--- src/rtl/lfsr_gen.sv ---
// ---------------------------------------------------------------------------
// lfsr_gen : prescaled Fibonacci LFSR bit source with seed load and lockup guard
// Optional macro LFSR_STEP_CNT_EN adds a 16-bit step counter output.
// Revision : 1.0
// ---------------------------------------------------------------------------
`default_nettype none

module lfsr_gen #(
    parameter int               WIDTH        = 16,
    parameter logic [WIDTH-1:0] TAPS         = 16'hB400,
    parameter logic [WIDTH-1:0] SEED_DEFAULT = 16'hACE1,
    parameter int               DIV          = 4
) (
    input  logic             clk,
    input  logic             reset,
    input  logic             en,
    input  logic             seed_load,
    input  logic [WIDTH-1:0] seed,
    output logic             lfsr,
    output logic             lfsr_valid,
    output logic [WIDTH-1:0] lfsr_state,
    output logic             lockup
`ifdef LFSR_STEP_CNT_EN
    ,
    output logic [15:0]      step_cnt
`endif
);

    localparam int              c_CNT_W    = (DIV > 1) ? $clog2(DIV) : 1;
    localparam logic [c_CNT_W-1:0] c_CNT_LAST = c_CNT_W'(DIV - 1);
    localparam logic [c_CNT_W-1:0] c_CNT_ONE  = c_CNT_W'(1);

    localparam logic [1:0] c_ST_HOLD  = 2'd0;
    localparam logic [1:0] c_ST_COUNT = 2'd1;
    localparam logic [1:0] c_ST_STEP  = 2'd2;
    localparam logic [1:0] c_ST_LOAD  = 2'd3;

    logic [WIDTH-1:0]   r_state;
    logic [c_CNT_W-1:0] r_cnt;
    logic               r_valid;
    logic               r_lockup;

    logic [1:0]         w_mode;
    logic               w_fb;
    logic [WIDTH-1:0]   w_next;
    logic               w_seed_zero;
    logic [WIDTH-1:0]   w_load_val;

    assign w_fb        = ^(r_state & TAPS);
    assign w_next      = {r_state[WIDTH-2:0], w_fb};
    assign w_seed_zero = (seed == '0);
    // An all-zero seed would freeze the register forever, so substitute the default.
    assign w_load_val  = w_seed_zero ? SEED_DEFAULT : seed;

    // Operating mode is re-derived every cycle; load outranks everything.
    always_comb begin
        w_mode = c_ST_HOLD;
        if (seed_load) begin
            w_mode = c_ST_LOAD;
        end else if (en) begin
            w_mode = (r_cnt == c_CNT_LAST) ? c_ST_STEP : c_ST_COUNT;
        end
    end

    always_ff @(posedge clk or negedge reset) begin
        if (!reset) begin
            r_state  <= SEED_DEFAULT;
            r_cnt    <= '0;
            r_valid  <= 1'b0;
            r_lockup <= 1'b0;
        end else begin
            r_valid  <= 1'b0;
            r_lockup <= 1'b0;
            unique case (w_mode)
                c_ST_LOAD: begin
                    r_state  <= w_load_val;
                    r_cnt    <= '0;
                    r_lockup <= w_seed_zero;
                end
                c_ST_STEP: begin
                    r_state <= w_next;
                    r_cnt   <= '0;
                    r_valid <= 1'b1;
                end
                c_ST_COUNT: begin
                    r_cnt <= r_cnt + c_CNT_ONE;
                end
                default: begin
                    r_cnt <= '0;
                end
            endcase
        end
    end

`ifdef LFSR_STEP_CNT_EN
    logic [15:0] r_step_cnt;

    always_ff @(posedge clk or negedge reset) begin
        if (!reset) begin
            r_step_cnt <= '0;
        end else if (w_mode == c_ST_LOAD) begin
            r_step_cnt <= '0;
        end else if (w_mode == c_ST_STEP) begin
            r_step_cnt <= r_step_cnt + 16'd1;
        end
    end

    assign step_cnt = r_step_cnt;
`endif

    assign lfsr_state = r_state;
    assign lfsr       = r_state[WIDTH-1];
    assign lfsr_valid = r_valid;
    assign lockup     = r_lockup;

endmodule

`default_nettype wire

--- config.mk ---
export PLATFORM = sky130hd
export DESIGN_NAME = lfsr_gen
export DESIGN_NICKNAME = d
export VERILOG_FILES = /design/src/rtl/lfsr_gen.sv
export SDC_FILE = /design/constraint.sdc
export NUM_CORES = 1
export LEC_CHECK = 0
export CAP_MARGIN = 15
export CORE_MARGIN = 3
export CORE_UTILIZATION = 50
export DETAILED_ROUTE_END_ITERATION = 12
export DONT_BUFFER_PORTS = 1
export SYNTH_ARGS = -nofsm -noshare
export SYNTH_HDL_FRONTEND = slang
export SYNTH_SLANG_ARGS = --single-unit
--- constraint.sdc ---
create_clock -name clk -period 1.9 [get_ports clk]
set_input_delay 0.285 -clock clk [delete_from_list [all_inputs] [get_ports clk]]
set_output_delay 0.285 -clock clk [all_outputs]
set_load 0.03 [all_outputs]
==> qor.yml <==
wirelength_um: 1970
max_slew_margin: 0.389
worst_pin_slew_ns: 0.913
ant_nets: 0
cts.sinks: 20
synth-seq-cells: 20
pwr-share-clk: 0.272
grt_pass1_wl_um: 3170
critPathMaxStageDelay_ns: 0.41
core_area_um2: 1800
root_buffer: "clkbuf_4"
p_comb_frac: 0.109
timing.final.hold_violations: 0
synth.most_common_cell: "dfrtp_1"
crit_buf_inv: 0
dieArea_um2: 2570
power.internal_uw: 642
htreeDepth: 1
clk_pin_slew_worst_paths_ns: 0.12
drtIter0Drc: 7
synth_nets: 102
yosysTopAreaCell: "dfrtp_1"
post_cts_buffers: 0
place_ws_ns: 0.399
ir_worst_vdd_mv: 0.424
io_buffers: 0
async_reset_ff_frac: 1.00
ys_seq_area_frac: 0.512
fin_hold_ws_ns: 0.0319
yosys_warnings: 0
tns_ns: 0
p_leak_nw: 0.492
grt_pass1_vias: 616
rsz0062_at_grt: "no"
seq_power_share: 0.619
synth_common_cells: "dfrtp_1, mux2i_1, o21ai_1"
min_path_type: "input pin to register"
final_nets: 104
period_share: 0.803
fillCellCount: 172
area_growth_pct: 4.01
n_antenna_cell: 0
wl_per_cell_um: 18.4
overflow: 0
grt_use_total: 0.167
final.setup_skew_ns: 0.00349
clkLatencyLatePin_ns: 0.30
cts_tree: "built"
p_sw_uw: 271
critPathCaptureType: "register"
fmax_mhz: 656
sw_frac_of_total: 0.297
clockBufferDepth: 2
synth_area_leaders: "dfrtp_1, dfstp_2, mux2i_1"
hpwl_um: 1400
synthFlopType: "dfrtp_1"
cp_max_fo: 17
period_needed_ns: 1.53
vias: 619
crit_slowest_cell: "dfrtp_1"
dr.pass1.iters: 3
worstPathCellList: "ha_1 -> nand2_4 -> mux2_1 -> o22a_1"
multi_input_area_um2: 442
synth-edff-count: 0
drc: 0
rows: 15
fin_ws_ns: 0.375
dieWidth_um: 50.7
grt_max_degree: 31
setup_viol: 0
outcome: "complete, no violations"
powerDensity_nw_per_um2: 880
numCtsBuffers: 3
syn_area_per_cell_um2: 12.3
crit_type: "register to register"
post-route-util: 0.576
drive_above_1_share: 0.207
arrival_ns: 1.76
start_util: 0.553
netlist_area_um2: 997
synth_cell_types: 24
critical_path.top_delay_family: "flip-flops"
required_ns: 2.14
critPathLaunchType: "register"
p_total_uw: 913
grt_antenna_before_repair: 0
slew_viol_final: 0
io_pins: 39
synthCells: 81
synth_top_area_share: 0.301
place.gp.congestion: 0.716
register_area_um2: 510
maxCapViolCount: 0
viasPerCell: 5.79
die_y_um: 50.7
worst register-to-register path: stages, from the launching register on:
cell and delay, ns:
dfrtp_1 0.41, ha_1 0.26, nand2_4 0.25, mux2_1 0.36
o22a_1 0.19
state kept, by name (all words and copies together) (netlist names):
register,cells
lfsr_valid,1
lfsr_state,16
r_cnt,2
lockup,1
layout make-up:
cell class,count,share of cell area
well taps,25,0.0302
repair buffers,2,0.0169
clock buffers,4,0.0350
multi-input cells,56,0.426
flip-flops and latches,20,0.492
cells in the final DEF (no fill, tap or decap):
master,synthesis,final
and2_1,1,1
and4_1,1,1
buf_4,2,1
clkbuf_4,0,3
clkbuf_8,1,1
dfrtp_1,12,12
dfstp_2,8,8
dlygate4sd3_1,0,1
ha_1,1,1
mux2_1,5,5
mux2_4,2,2
mux2i_1,9,9
nand2_1,8,8
nand2_4,1,1
nor2_1,1,1
nor4_1,4,4
nor4b_1,1,1
nor4bb_1,1,1
o21ai_0,1,1
o21ai_1,9,9
o22a_1,7,7
or2b_4,1,1
xnor2_1,2,2
xor2_1,1,1
final timing paths:
check | start | to | slack [ns] | cells after the start
worst max-delay path | r_cnt[0] | lfsr_state[10] | 0.37 | 4
worst min-delay path | seed_load | lfsr_state[0] | 0.03 | 1
worst max register to register | r_cnt[0] | lfsr_state[10] | 0.37 | 4
worst min register to register | r_cnt[0] | r_cnt[0] | 0.46 | 1
max in group asynchronous | reset | lfsr_state[1] | 0.79 | 1
min in group asynchronous | reset | lfsr_valid | 0.55 | 1
cell families after synthesis:
kind of cell / after synthesis / synth area share
multiplexers: 16 / 0.177
flip-flops: 20 / 0.512
AND/OR/NAND/NOR: 19 / 0.115
adder cells (fa/ha/maj): 1 / 0.0125
XOR/XNOR: 3 / 0.0264
AO/OA/AOI/OAI: 17 / 0.112
buffers and inverters: 5 / 0.0452
power by group through the flow:
stage          registers (mW)  clock network [mW]  logic, mW
5_1_grt                 0.570               0.275      0.112
6_report                0.565               0.249     0.0992
2_1_floorplan           0.567                   0     0.0883
3_3_place_gp            0.572                   0     0.0882
3_5_place_dp            0.573                   0     0.0910
4_1_cts                 0.565               0.255      0.101
stage by stage:
| stage | instances | instance area (um2) |
|---|---|---|
| after floorplan | 81 | 997 |
| after global placement | 102 | 991 |
| after detailed placement | 102 | 991 |
| after CTS | 107 | 1040 |
| after global routing | 107 | 1040 |
| final | 107 | 1040 |
routing by layer:
layer	track usage	vias to the layer above	wire length, um
met5	0	-	0
met4	0.0807	0	30
met3	0.0564	4	189
met2	0.241	27	878
met1	0.223	293	873
li1	-	295	-
what timing repair did:
action	4_1_cts	5_1_grt
gates resized for setup	0	0
hold endpoints to repair	20	0
hold buffers	1	0
(Power assumes the default switching activity.)
